--- src/rtl/mac_tile_dm.sv ---
// mac_tile_dm: dual-mode systolic MAC tile (weight-stationary / output-stationary).
// Activations and instructions move west->east; psums, weights and drained results move
// north->south.
// Optional build macro MAC_SAT_EN: saturate WS sums and OS accumulation instead of wrapping.
module mac_tile_dm #(
    parameter int unsigned bw      = 4,
    parameter int unsigned psum_bw = 16
) (
    input  logic               clk,
    input  logic               reset,
    input  logic               mode,
    input  logic [bw-1:0]      in_w,
    output logic [bw-1:0]      out_e,
    input  logic [2:0]         inst_w,
    output logic [2:0]         inst_e,
    input  logic [psum_bw-1:0] in_n,
    output logic [psum_bw-1:0] out_s
);

    logic [bw-1:0]      a_q;
    logic [bw-1:0]      b_q;
    logic [bw-1:0]      w_q;
    logic [psum_bw-1:0] c_q;
    logic [psum_bw-1:0] acc_q;
    logic [2:0]         inst_q;
    logic               load_ready_q;
    logic               mode_q;

    logic [psum_bw-1:0] ws_sum;
    logic [psum_bw-1:0] os_acc_next;

    // Unsigned activation times signed weight; the product fits in psum_bw bits, so
    // truncating the psum_bw-wide multiply gives the exact signed result.
    function automatic logic [psum_bw-1:0] mult(input logic [bw-1:0] a,
                                                 input logic [bw-1:0] w);
        logic [psum_bw-1:0] ae;
        logic [psum_bw-1:0] we;
        ae = {{(psum_bw-bw){1'b0}}, a};
        we = {{(psum_bw-bw){w[bw-1]}}, w};
        return ae * we;
    endfunction

    // Signed add, one guard bit to detect overflow.
    function automatic logic [psum_bw-1:0] add(input logic [psum_bw-1:0] x,
                                                input logic [psum_bw-1:0] y);
        logic [psum_bw:0] s;
        s = {x[psum_bw-1], x} + {y[psum_bw-1], y};
`ifdef MAC_SAT_EN
        if (s[psum_bw] != s[psum_bw-1]) begin
            return s[psum_bw] ? {1'b1, {(psum_bw-1){1'b0}}} : {1'b0, {(psum_bw-1){1'b1}}};
        end
`endif
        return s[psum_bw-1:0];
    endfunction

    // Arithmetic for both modes: WS from registers, OS from the live inputs.
    always_comb begin
        ws_sum      = add(mult(a_q, b_q), c_q);
        os_acc_next = add(acc_q, mult(in_w, in_n[bw-1:0]));
    end

    // Tile state update; a mode change only clears the accumulator and re-arms loading.
    always_ff @(posedge clk) begin
        if (reset) begin
            a_q          <= '0;
            b_q          <= '0;
            w_q          <= '0;
            c_q          <= '0;
            acc_q        <= '0;
            inst_q       <= '0;
            load_ready_q <= 1'b1;
            mode_q       <= 1'b0;
        end else begin
            mode_q      <= mode;
            inst_q[2:1] <= inst_w[2:1];
            if (mode != mode_q) begin
                acc_q        <= '0;
                load_ready_q <= 1'b1;
                inst_q[0]    <= 1'b0;
            end else begin
                if (inst_w[0] | inst_w[1]) begin
                    a_q <= in_w;
                end
                if (!mode_q) begin
                    // The capturing load is swallowed so each tile keeps the first weight.
                    inst_q[0] <= inst_w[0] & ~load_ready_q;
                    c_q       <= in_n;
                    if (inst_w[2]) begin
                        load_ready_q <= 1'b1;
                    end else if (inst_w[0] && load_ready_q) begin
                        b_q          <= in_w;
                        load_ready_q <= 1'b0;
                    end
                end else begin
                    inst_q[0] <= inst_w[0];
                    if (inst_w[1]) begin
                        w_q <= in_n[bw-1:0];
                    end
                    // Drain shifts the column unsaturated and takes precedence over execute.
                    if (inst_w[2]) begin
                        acc_q <= in_n;
                    end else if (inst_w[1]) begin
                        acc_q <= os_acc_next;
                    end
                end
            end
        end
    end

    // Outputs: in OS the south port shows the accumulator only while draining.
    always_comb begin
        out_e  = a_q;
        inst_e = inst_q;
        out_s  = ws_sum;
        if (mode_q) begin
            if (inst_w[2]) begin
                out_s = acc_q;
            end else begin
                out_s = {{(psum_bw-bw){w_q[bw-1]}}, w_q};
            end
        end
    end

endmodule

--- config.mk ---
export PLATFORM = sky130hd
export DESIGN_NAME = mac_tile_dm
export DESIGN_NICKNAME = d
export VERILOG_FILES = /design/src/rtl/mac_tile_dm.sv
export SDC_FILE = /design/constraint.sdc
export NUM_CORES = 1
export LEC_CHECK = 0
export CORE_ASPECT_RATIO = 0.7
export CORE_UTILIZATION = 40
export DETAILED_ROUTE_END_ITERATION = 8
export DONT_BUFFER_PORTS = 1
export HOLD_SLACK_MARGIN = 0.08
export PLACE_DENSITY_LB_ADDON = 0.12
export SYNTH_ARGS = -nofsm -noshare
export SYNTH_HDL_FRONTEND = slang
export SYNTH_SLANG_ARGS = --single-unit
--- constraint.sdc ---
create_clock -name clk -period 3.9 [get_ports clk]
set_input_delay 0.195 -clock clk [delete_from_list [all_inputs] [get_ports clk]]
set_output_delay 0.195 -clock clk [all_outputs]
set_load 0.01 [all_outputs]
# Word level (Yosys, flattened, before mapping)
# Index checks and enable logic that the tools add are counted.
[classes]
eq_ne = 1
bitwise = 6
reduce_logical = 10
add_sub_neg = 2
mul = 2
mux = 7
[ops]
columns = ["cell", "n"]
rows = [
  ["$mux 16", 4],
  ["$mul 5x4->9", 2],
  ["$add 16x9->16", 1],
  ["$add 9x16->16", 1],
  ["$reduce_and 2->1", 4],
  ["$not 1->1", 4],
  ["$reduce_and 4->1", 1],
  ["$reduce_bool 2->1", 2],
  ["$mux 1", 3],
  ["$reduce_and 3->1", 1],
  ["$reduce_or 2->1", 1],
  ["$and 1x1->1", 1],
  ["$logic_and 1x1->1", 1],
  ["$ne 1x1->1", 1],
  ["$or 1x1->1", 1],
]
[totals]
inputBits = 26
register_bits = 49
out_inout_bits = 23
elab_cells = 37

# Depth between registers and ports, before layout
[logic_depth]
depth_word = 4
mapped_depth = 15

# Least setup slack after synthesis
# OpenSTA, ideal clock, no wires.
[synth_timing]
path_kind = "flip-flop to output port"
startpoint = "register b_q[3]"
endpoint = "output out_s[10]"
t_arrival_ns = 3.818
stages_incl_launch_ff = 15
path_slack_ns = -0.113
n_path_buf = 0
path_cell_list = "dfxtp_1 > inv_1 > nor2_1 > fa_1 > fa_1 > inv_1 > fa_1 > inv_1 > ha_1 > nor2b_1 > o21a_1 > o21ai_2 > a21oi_1 > o21a_1 > o31ai_1"
[synth_between]
elab_chain_len = 3
[synth_lines]
columns = ["element", "line", "rtl"]
rows = [
  ["start: declaration", "21", "logic [bw-1:0] b_q;"],
  ["start signal: assignment", "91", "b_q <= in_w;"],
  ["$mul 5x4->9", "40", "return ae * we;"],
  ["$add 9x16->16", "47", "s = {x[psum_bw-1], x} + {y[psum_bw-1], y};"],
  ["$mux 16", "115", "if (mode_q) begin"],
  ["end: declaration", "17", "output logic [psum_bw-1:0] out_s"],
]
# Every way passes these cells.

# Worst setup path after layout
[layout_timing]
startpoint = "register a_q[2], in the netlist out_e[2]"
endpoint = "output out_s[10]"
[layout_between]
elab_chain_len = 3
[layout_lines]
columns = ["element", "line", "rtl"]
rows = [
  ["start: declaration", "20", "logic [bw-1:0] a_q;"],
  ["start signal: assignment", "82", "a_q <= in_w;"],
  ["$mul 5x4->9", "40", ""],
  ["$add 9x16->16", "47", ""],
  ["$mux 16", "115", ""],
]
# Every way passes these cells.

==> run_results.csv <==
group,metric,value,unit
min_path,worstHoldEndpoint,"c_q[9]",
drt,route.antenna.remaining_nets,0,
synthesis,netlist_instances,560,
clocking,htree_levels,2,
sta,max_clock_freq,248,MHz
sta,setup_skew,0.00418,ns
sta,whs,0.0849,ns
cells_and_area,layout-drive-gt1-share,17.1,%
synthesis,synth_sequential_area_ratio,20.3,%
worst_setup_path,worst-setup-path-type,"reg -> out",
sta,max_slew.worst_pin.slew,1.13,ns
sta,rsz0062_at_grt,"yes",
pwr,power.static_leakage,2.78,nW
place,numPortBuffers,0,
clocking,cts_inserted_buffers,5,
drt,drc,0,
worst_setup_path,r2r_cells,11,
synthesis,postSynthAreaPerCell,8.61,µm²
floorplanning,pin_count,49,
drt,wl_per_cell,17.0,µm
clocking,numClockSinks,49,
worst_setup_path,slowest_delay,0.57,ns
sta,finalSetupTns,-0.545,ns
floorplanning,std_cell_rows,33,
global_route,grt_antenna_before_repair,0,
clocking,clockRootBuffer,"clkbuf_16",
pwr,vdd_ir_drop_max,0.182,mV
worst_setup_path,timing.rr.end,"acc_q[12]",
floorplanning,design.core.area,11700,µm²
place,placed_cells,720,
global_route,maximum_number_of_pins_on_one_net_before_global_route_repair,42,
place,preCtsSetupSlack,-0.0876,ns
worst_setup_path,worst_ep_arrival,3.84,ns
pwr,clock_power_share,29.6,%
place,dpl-instance-area,5110,µm²
worst_setup_path,cpMaxStageDelayCell,"fa_1",
job,timing.max_cap.violations,0,
drt,routed_via_density,5.40,
clocking,worst_setup_hold_path_clk_slew,0.07,ns
place,routability_congestion,0.809,
place,detailedPlacementHpwl,9790,µm
min_path,min_path_cells,2,
global_route,vias_in_the_first_global_route,3899,
clocking,cts_tree,"built",
worst_setup_path,setup.reg_to_reg.worst_slack,0.20,ns
pwr,cell_area_power_density,252,nW/µm²
floorplanning,dieArea,12500,µm²
outcome,outcome,"finished, violations left",
sta,finalWorstPathRequiredPeriod,4.03,ns
global_route,grt_first_pass_wirelength,20500,µm
worst_setup_path,critical_path_fanouts_max,5,
synthesis,ys_top_cells_by_count,"ha_1 (79), nor2_1 (67), dfxtp_1 (49)",
min_path,hold_path_class,"in -> reg",
cells_and_area,syn2layout_area_growth,21.7,%
global_route,global_route.overflow_total,0,
synthesis,synth-edff-count,0,
worst_setup_path,start_kind,"flop",
pwr,total_chip_power,1.48,mW
floorplanning,chipWidth,133,µm
sta,slew_headroom,24.2,%
cells_and_area,n_fill_cell,1112,
floorplanning,die_h,93.9,µm
cells_and_area,final_net_count,727,
synthesis,synth.most_common_cell,"ha_1",
synthesis,async_flop_share,0,%
synthesis,synth_largest_type_area_fraction,20.5,%
worst_setup_path,critPathCaptureType,"primary output",
synthesis,synth_flop_cell,"dfxtp_1",
synthesis,yosys_register_bits,49,
worst_setup_path,reg2reg_from,"acc_q[3]",
drt,iteration_0_drc_markers,145,
synthesis,netlist_top_cells_area,"ha_1 (20%), dfxtp_1 (20%), fa_1 (9.1%), mux2i_1 (7.7%), nor2_1 (5.2%)",
pwr,power.net_switching,479,µW
drt,drtPass1Iterations,4,
cells_and_area,final_cell_count_no_fill,758,
synthesis,postSynthNetCount,687,
global_route,grt_util_all_layers,20.8,%
min_path,critical_hold_path_startpoint,"in_n[9]",
synthesis,synthesis.yosys.warnings,0,
floorplanning,initial_utilization,41.1,%
pwr,share_comb_of_total_power,33.5,%
worst_setup_path,worstPathCellList,"nand2_2 -> fa_1 -> fa_1 -> fa_2 -> fa_2 -> nor2b_1 -> o21a_1 -> o21ai_2 -> a21oi_4 -> buf_4 -> nor3_1 -> o31ai_1 -> buf_4",
cells_and_area,design_area,5870,µm²
sta,timing_hold_violations_final,0,
clocking,clk_latency,0.28,ns
drt,vias,4096,
cells_and_area,post-route-util,50.0,%
pwr,power.share.switching,32.4,%
synthesis,synth_top_cell_by_area,"ha_1",
pwr,seq_power_share,36.9,%
drt,wl,12900,µm
worst_setup_path,critical_path_required,3.70,ns
synthesis,ys_types,61,
sta,drv_slew,0,
outcome,failed_checks,"setup timing",
synthesis,post_synth_instance_area,4820,µm²
clocking,ctsLongestPathBuffers,2,
pwr,internal_power,1.00,mW
sta,final_worst_setup_slack,-0.131,ns
sta,final_setup_violation_count,7,
sta,period_share,103,%
cells_and_area,n_antenna_cell,0,
-- layout by cell type, fill, tap and decap left out, drive strengths merged, types with 4 or more instances in the layout --
| cell type | netlist | layout |
|---|---|---|
| a31oi | 5 | 5 |
| clkbuf | 12 | 6 |
| nor2 | 67 | 67 |
| and2 | 20 | 20 |
| nand3 | 7 | 7 |
| ha | 79 | 79 |
| a211oi | 9 | 9 |
| o21a | 5 | 5 |
| nand2b | 4 | 4 |
| mux2i | 37 | 37 |
| o21ai | 22 | 22 |
| nor2b | 7 | 7 |
| xor2 | 7 | 7 |
| a21oi | 44 | 44 |
| buf | 9 | 30 |
| dlygate4sd3 | 0 | 24 |
| and3 | 6 | 6 |
| inv | 39 | 39 |
| nor3 | 12 | 12 |
| a21o | 10 | 10 |
| nand2 | 35 | 35 |
| xnor2 | 10 | 10 |
| fa | 22 | 22 |
| dfxtp | 49 | 49 |
-- area by class of cell --
cell class | instances | area, µm² | share of cell area [%]
well taps | 157 | 196 | 3.35
clock buffers | 6 | 139 | 2.37
flip-flops and latches | 49 | 992 | 16.9
clock inverters | 2 | 13.8 | 0.235
inverters | 40 | 153 | 2.60
repair buffers | 54 | 473 | 8.06
multi-input cells | 450 | 3900 | 66.5
-- power by group through the flow --
stage	Combinational (mW)	Sequential, mW	Clock (mW)
after CTS	0.476	0.545	0.445
after detailed placement	0.425	0.555	0
after floorplan	0.329	0.552	0
after global routing	0.556	0.548	0.468
after global placement	0.416	0.554	0
final	0.496	0.545	0.438
-- how the worst max path moves through the flow --
| stage | from | cells after the start | to | slack [ns] |
|---|---|---|---|---|
| after CTS | out_e[2] | 13 | out_s[11] | -0.16 |
| after global placement | b_q[3] | 14 | out_s[11] | 0.02 |
| after global routing | out_e[2] | 15 | out_s[8] | -0.29 |
| final | out_e[2] | 13 | out_s[10] | -0.13 |
| after detailed placement | out_e[0] | 13 | out_s[11] | -0.09 |
| after floorplan | b_q[3] | 14 | out_s[10] | 0.03 |
-- sequential cells by signal (all words and copies together), names as in the netlist --
register	cells
b_q	4
c_q	16
acc_q	16
out_e	4
inst_e	3
load_ready_q	1
w_q	4
mode_q	1
-- repair_timing --
item / CTS / global route
resized for setup: 38 / 32
pin swaps: 30 / 19
cloned: 0 / 0
hold buffers: 24 / 0
setup endpoints to repair: 11 / 16
hold endpoints to repair: 36 / 0
setup buffers: 5 / 3
-- metal layers --
layer | routed length [µm] | up-vias | track usage (%)
met5 | 0 | - | 0
met4 | 110 | 0 | 3.69
met3 | 385 | 12 | 2.00
met2 | 5670 | 68 | 32.5
met1 | 6700 | 1977 | 31.0
li1 | - | 2039 | -
-- critical path: cells and delay by family, from the launching register on --
| kind | cells | cell delay (ns) |
|---|---|---|
| flops | 1 | 0.36 |
| compound gates | 4 | 0.68 |
| simple gates | 3 | 0.22 |
| fa+ha+maj | 4 | 1.97 |
| buf+inv | 2 | 0.31 |
-- kinds of logic (layout without fill, tap and decap cells) --
kind of cell	after synthesis	count (layout)	synth area share [%]
AOI/OAI and AO/OA	117	117	15.9
xor gates and xnor gates	17	17	3.09
adders and majority gates	101	101	29.6
buffers and inverters	61	102	4.93
DFF	49	49	20.3
muxes	38	38	7.91
and+or+nand+nor	177	177	18.2
Note: power is estimated with default switching activity, not from simulation.
